## src/rtl/mem_port_arbiter.sv

```systemverilog
// mem_port_arbiter
// Lets the pipeline's IF stage (instruction fetch) and MEM stage (load/store)
// share one single-port RAM. Each access is granted in IDLE. It then waits
// RD_LAT cycles in WAIT and is acknowledged with a one-cycle pulse in DONE.
// MEM normally wins a collision. After STARVE_MAX consecutive MEM grants while
// a fetch is waiting, IF is forced to win.
//
// Ports
//   clk, rst              clock; synchronous active-high reset
//   if_req/if_addr        fetch request (level) and PC
//   if_ack/if_rdata       fetch done pulse; instruction held until next fetch ack
//   if_stall              if_req & ~if_ack, freezes PC / IF-ID
//   mem_re/mem_we         load / store request (level)
//   mem_addr/mem_wdata    load/store address and store data
//   mem_ack/mem_rdata     load/store done pulse; load data held until next load
//   ram_addr/ram_data     registered RAM address / write data
//   ram_wren              registered RAM write enable (one cycle per store)
//   ram_q                 RAM read data
//   busy                  arbiter is not in IDLE
//   proto_err             sticky: load and store requested together at a grant
//
// Optional feature macro: MEM_PORT_ARB_PERF_EN. It adds the perf_conflict
// and perf_if_wait saturating event counters.

module mem_port_arbiter #(
    parameter int ADDR_W     = 16,
    parameter int DATA_W     = 16,
    parameter int RD_LAT     = 1,
    parameter int STARVE_MAX = 4
) (
    input  logic              clk,
    input  logic              rst,
    input  logic              if_req,
    input  logic [ADDR_W-1:0] if_addr,
    output logic              if_ack,
    output logic [DATA_W-1:0] if_rdata,
    output logic              if_stall,
    input  logic              mem_re,
    input  logic              mem_we,
    input  logic [ADDR_W-1:0] mem_addr,
    input  logic [DATA_W-1:0] mem_wdata,
    output logic              mem_ack,
    output logic [DATA_W-1:0] mem_rdata,
    output logic [ADDR_W-1:0] ram_addr,
    output logic [DATA_W-1:0] ram_data,
    output logic              ram_wren,
    input  logic [DATA_W-1:0] ram_q,
`ifdef MEM_PORT_ARB_PERF_EN
    output logic [15:0]       perf_conflict,
    output logic [15:0]       perf_if_wait,
`endif
    output logic              busy,
    output logic              proto_err
);

    localparam int              SC_W         = $clog2(STARVE_MAX + 1);
    localparam logic [1:0]      RD_LAT_C     = 2'(RD_LAT);
    localparam logic [SC_W-1:0] STARVE_MAX_C = SC_W'(STARVE_MAX);

    typedef enum logic [1:0] {
        ST_IDLE = 2'd0,
        ST_WAIT = 2'd1,
        ST_DONE = 2'd2
    } state_t;

    state_t            state_r;
    state_t            state_next_s;
    logic [1:0]        cnt_r;
    logic [SC_W-1:0]   starve_cnt_r;
    logic              owner_mem_r;   // 1: MEM owns the current access
    logic              owner_rd_r;    // 1: current access is a read
    logic              any_mem_s;
    logic              grant_if_s;
    logic              grant_mem_s;
    logic              last_wait_s;
    logic              if_ack_r;
    logic              mem_ack_r;
    logic [DATA_W-1:0] if_rdata_r;
    logic [DATA_W-1:0] mem_rdata_r;
    logic [ADDR_W-1:0] ram_addr_r;
    logic [DATA_W-1:0] ram_data_r;
    logic              ram_wren_r;
    logic              proto_err_r;

    // Grant decode: MEM wins unless IF has waited through STARVE_MAX MEM grants
    always_comb begin
        any_mem_s   = mem_re | mem_we;
        grant_if_s  = 1'b0;
        grant_mem_s = 1'b0;
        if (state_r == ST_IDLE) begin
            grant_if_s  = if_req & (~any_mem_s | (starve_cnt_r == STARVE_MAX_C));
            grant_mem_s = any_mem_s & ~grant_if_s;
        end else begin
            grant_if_s  = 1'b0;
            grant_mem_s = 1'b0;
        end
        last_wait_s = (state_r == ST_WAIT) && (cnt_r == 2'd1);
    end

    // Next-state logic for the IDLE -> WAIT -> DONE access sequence
    always_comb begin
        state_next_s = state_r;
        case (state_r)
            ST_IDLE: begin
                if (grant_if_s || grant_mem_s) begin
                    state_next_s = ST_WAIT;
                end else begin
                    state_next_s = ST_IDLE;
                end
            end
            ST_WAIT: begin
                if (last_wait_s) begin
                    state_next_s = ST_DONE;
                end else begin
                    state_next_s = ST_WAIT;
                end
            end
            ST_DONE: state_next_s = ST_IDLE;
            default: state_next_s = ST_IDLE;
        endcase
    end

    // State register
    always_ff @(posedge clk) begin
        if (rst) begin
            state_r <= ST_IDLE;
        end else begin
            state_r <= state_next_s;
        end
    end

    // Access datapath: grant capture, write pulse, wait counter, read capture, acks
    always_ff @(posedge clk) begin
        if (rst) begin
            cnt_r       <= 2'd0;
            owner_mem_r <= 1'b0;
            owner_rd_r  <= 1'b0;
            if_ack_r    <= 1'b0;
            mem_ack_r   <= 1'b0;
            if_rdata_r  <= '0;
            mem_rdata_r <= '0;
            ram_addr_r  <= '0;
            ram_data_r  <= '0;
            ram_wren_r  <= 1'b0;
            proto_err_r <= 1'b0;
        end else begin
            // Acks and the write enable are single-cycle pulses.
            if_ack_r   <= 1'b0;
            mem_ack_r  <= 1'b0;
            ram_wren_r <= 1'b0;
            case (state_r)
                ST_IDLE: begin
                    if (grant_if_s) begin
                        owner_mem_r <= 1'b0;
                        owner_rd_r  <= 1'b1;
                        ram_addr_r  <= if_addr;
                        cnt_r       <= RD_LAT_C;
                    end else if (grant_mem_s) begin
                        owner_mem_r <= 1'b1;
                        ram_addr_r  <= mem_addr;
                        cnt_r       <= RD_LAT_C;
                        if (mem_we) begin
                            // A simultaneous load+store is performed as a store.
                            owner_rd_r <= 1'b0;
                            ram_data_r <= mem_wdata;
                            ram_wren_r <= 1'b1;
                            if (mem_re) begin
                                proto_err_r <= 1'b1;
                            end
                        end else begin
                            owner_rd_r <= 1'b1;
                        end
                    end
                end
                ST_WAIT: begin
                    cnt_r <= cnt_r - 2'd1;
                    if (last_wait_s) begin
                        if (owner_mem_r) begin
                            mem_ack_r <= 1'b1;
                            if (owner_rd_r) begin
                                mem_rdata_r <= ram_q;
                            end
                        end else begin
                            if_ack_r   <= 1'b1;
                            if_rdata_r <= ram_q;
                        end
                    end
                end
                ST_DONE: begin
                    cnt_r <= 2'd0;
                end
                default: begin
                    cnt_r <= 2'd0;
                end
            endcase
        end
    end

    // Starvation counter: consecutive MEM grants taken while a fetch waits
    always_ff @(posedge clk) begin
        if (rst) begin
            starve_cnt_r <= '0;
        end else if (state_r == ST_IDLE) begin
            if (grant_if_s || !if_req) begin
                starve_cnt_r <= '0;
            end else if (grant_mem_s && (starve_cnt_r != STARVE_MAX_C)) begin
                starve_cnt_r <= starve_cnt_r + SC_W'(1);
            end
        end
    end

`ifdef MEM_PORT_ARB_PERF_EN
    logic [15:0] perf_conflict_r;
    logic [15:0] perf_if_wait_r;

    // Saturating event counters for arbitration conflicts and fetch stall cycles
    always_ff @(posedge clk) begin
        if (rst) begin
            perf_conflict_r <= 16'h0000;
            perf_if_wait_r  <= 16'h0000;
        end else begin
            if ((state_r == ST_IDLE) && if_req && any_mem_s && (perf_conflict_r != 16'hFFFF)) begin
                perf_conflict_r <= perf_conflict_r + 16'h0001;
            end
            if (if_stall && (perf_if_wait_r != 16'hFFFF)) begin
                perf_if_wait_r <= perf_if_wait_r + 16'h0001;
            end
        end
    end

    assign perf_conflict = perf_conflict_r;
    assign perf_if_wait  = perf_if_wait_r;
`endif

    assign if_ack    = if_ack_r;
    assign mem_ack   = mem_ack_r;
    assign if_rdata  = if_rdata_r;
    assign mem_rdata = mem_rdata_r;
    assign ram_addr  = ram_addr_r;
    assign ram_data  = ram_data_r;
    assign ram_wren  = ram_wren_r;
    assign proto_err = proto_err_r;
    assign if_stall  = if_req & ~if_ack_r;
    assign busy      = (state_r != ST_IDLE);

endmodule
```

## config.mk

```make
export PLATFORM = sky130hd
export DESIGN_NAME = mem_port_arbiter
export DESIGN_NICKNAME = d
export VERILOG_FILES = /design/src/rtl/mem_port_arbiter.sv
export SDC_FILE = /design/constraint.sdc
export NUM_CORES = 1
export LEC_CHECK = 0
export BUFFER_PORTS_ARGS = -buffer_cell sky130_fd_sc_hd__buf_2
export CORE_ASPECT_RATIO = 0.7
export CORE_MARGIN = 3
export CORE_UTILIZATION = 43
export DETAILED_ROUTE_END_ITERATION = 16
export PLACE_DENSITY = 0.78
export SLEW_MARGIN = 20
export SYNTH_ARGS = -nofsm -noshare
export SYNTH_HDL_FRONTEND = slang
export SYNTH_SLANG_ARGS = --single-unit
```

## constraint.sdc

```tcl
create_clock -name clk -period 1.55 [get_ports clk]
set_input_delay 0.31 -clock clk [delete_from_list [all_inputs] [get_ports clk]]
set_output_delay 0.31 -clock clk [all_outputs]
set_load 0.02 [all_outputs]
```

==> flow_metrics.tcl <==
set metrics [dict create \
    wl_per_cell_um 16.0 \
    cts_max_path_buffers 2 \
    hp-class "input pin to flip-flop" \
    max_clock_freq_mhz 662 \
    synth_top_area_cell "dfxtp_1" \
    place.gp.congestion 0.839 \
    synth_seq_cells 77 \
    ys_top_cells_by_area "dfxtp_1, a21oi_1, nand3_1, nand2_1, a311oi_2" \
    clock-sinks 77 \
    hold_viol_final 0 \
    pre_cts_slack_ns -0.140 \
    die_h_um 78.7 \
    min_period_over_period_pct 97.4 \
    clkTransAtPathRegs_ns 0.08 \
    powerDensity_nw_per_um2 1120 \
    p_leak_nw 1.88 \
    postSynthAreaPerCell_sq_um 8.53 \
    start_util_pct 46.2 \
    finalSetupViolCount 0 \
    tns_ns 0 \
    ios 139 \
    ant_nets 0 \
    grt_pass1_wl_mm 14.8 \
    fin_worst_hold_slack_ns 0.218 \
    synth_async_sr_flop_share_pct 0 \
    grt_usage_pct 21.4 \
    dominantRegCellSynth "dfxtp_1" \
    synth_fp_nets 453 \
    placed_cell_area_sq_um 4110 \
    cp_max_fo 18 \
    layout-drive-gt1-share_pct 38.2 \
    status "completed" \
    yosysSeqAreaShare_pct 47.5 \
    peakVddDrop_mv 0.648 \
    cp-start-kind "flip-flop" \
    nets 590 \
    cp.required_ns 1.78 \
    hold_buffers 0 \
    finalInstanceArea_sq_um 4410 \
    overflow 0 \
    antenna_found_initial 0 \
    worst_slack_ns 0.0405 \
    finalWorstPathRequiredPeriod_ns 1.51 \
    cts_buffers 9 \
    port_buffers 138 \
    yosysTopAreaCellShare_pct 47.5 \
    antennaDiodeCount 0 \
    crit_arrival_ns 1.74 \
    drt_first_pass_iters 5 \
    cts_max_level 3 \
    core_area_sq_um 7040 \
    synth_warnings 0 \
    grt_pass1_vias 3219 \
    drt-total-wl_mm 9.85 \
    drt_iter0_markers 162 \
    vias 3426 \
    vias_per_cell 5.55 \
    synth.distinct_cells 42 \
    clockRootBuffer "clkbuf_8" \
    hpwlAfterDp_mm 6.87 \
    synthCells 381 \
    cts_tree "done" \
    tightest_slew_ns 0.463 \
    cap_violations 0 \
    area_growth_pct 35.8 \
    slew_viol_final 0 \
    relSlewSlack_pct 69.1 \
    fillerInstances 639 \
    fin_skew_ns 0.0103 \
    clkLatencyLatePin_ns 0.33 \
    die_w_um 110 \
    path_class "flip-flop to flip-flop" \
    netlist_area_sq_um 3250 \
    row_count 25 \
    dieArea_sq_um 8650 \
    synth_edf_count 0 \
    grt_max_degree 23 \
    setup.worst_path.end_class "flip-flop" \
    drcViolationCount 0 \
]
final timing paths:
path	from	end	slack, ns	cells past startpoint
worst max register to register	starve_cnt_r[1]$_SDFFE_PP0P_	ram_addr[4]$_SDFFE_PP0P_	0.04	6
worst min register to register	if_rdata[3]$_SDFFE_PP0P_	if_rdata[3]$_SDFFE_PP0P_	0.45	2
worst max-delay path	starve_cnt_r[1]$_SDFFE_PP0P_	ram_addr[4]$_SDFFE_PP0P_	0.04	6
worst min-delay path	mem_wdata[13]	ram_data[13]$_SDFFE_PP0P_	0.22	3
per-layer routing:
layer | vias to the layer above | part of all wire (%) | global-route usage, % | wire length, um
met5 | - | 0 | 0 | 0
met3 | 14 | 11 | 7.80 | 1050
met4 | 0 | 1.3 | 6.10 | 126
li1 | 1651 | - | - | -
met2 | 171 | 45 | 35.0 | 4470
met1 | 1590 | 43 | 26.3 | 4210
state kept, by name, summed over array words and instances, names as in the netlist, 2 cells and up:
register / flops
if_rdata: 16
mem_rdata: 16
ram_addr: 16
ram_data: 16
starve_cnt_r: 3
cnt_r: 2
state_r: 2
timing repair:
item	in CTS	in global routing
setup endpoints to repair	31	28
hold endpoints to repair	0	0
gates resized for setup	6	12
pin swaps	1	2
setup buffers	0	1
cloned	0	2
cell usage after synthesis, types with 3 or more instances:
master    instances
buf_6             4
clkbuf_1         21
a311oi_1          7
buf_2             9
nand2_1          39
nand3_1          50
nor2_1            4
a311oi_2          9
o21ai_1          25
a21oi_1          69
inv_1             5
o21ai_0          24
dfxtp_1          77
buf_1             4
ha_1              3
stage by stage:
step,total power [mW],utilization [%],std cells
after floorplan,2.98,-,381
after global routing,5.19,62.7,617
after global placement,3.37,58.5,598
final,4.95,62.7,617
after CTS,4.94,61.7,614
after detailed placement,3.40,58.5,598
report_power, final:
| group | leakage [nW] | internal (mW) | switching (mW) |
|---|---|---|---|
| Clock | 0.104 | 0.835 | 0.696 |
| Sequential | 0.631 | 2.13 | 0.0908 |
| Combinational | 1.15 | 0.472 | 0.724 |
| Total | 1.88 | 3.44 | 1.51 |
critical path, stage by stage (launching register included):
cell       delay [ns]
dfxtp_1          0.37
inv_1            0.09
ha_4             0.21
a2bb2oi_4        0.18
buf_12           0.16
o21ai_1          0.09
a311oi_1         0.29
layout make-up:
class	count	area (sq um)	area share [%]
multi-input cells	262	1580	35.9
flip-flops and latches	77	1550	35.0
repair buffers	163	945	21.4
clock buffers	13	159	3.60
well taps	94	118	2.67
clock inverters	3	43.8	0.993
inverters	5	18.8	0.426
placed cells by master, fill, tap and decap left out, drive strengths merged, types with 2 or more instances in the layout:
| cell | n |
|---|---|
| nor2 | 4 |
| a21oi | 69 |
| ha | 3 |
| and2 | 2 |
| a21boi | 2 |
| clkinv | 2 |
| nor3 | 2 |
| or3b | 2 |
| a311oi | 16 |
| inv | 5 |
| nand2 | 39 |
| nand3 | 50 |
| o2bb2ai | 2 |
| nand2b | 2 |
| buf | 163 |
| o21ai | 49 |
| clkbuf | 13 |
| dfxtp | 77 |
| nor3b | 3 |
cell families after synthesis:
group,after synthesis,synth area share [%]
AND/OR/NAND/NOR,114,18.0
adder cells (fa/ha/maj),3,1.16
buffers and inverters,43,6.24
flip-flops,77,47.5
XOR/XNOR,1,0.270
AO/OA/AOI/OAI,143,26.9
Power figures use the tool's default switching activity.
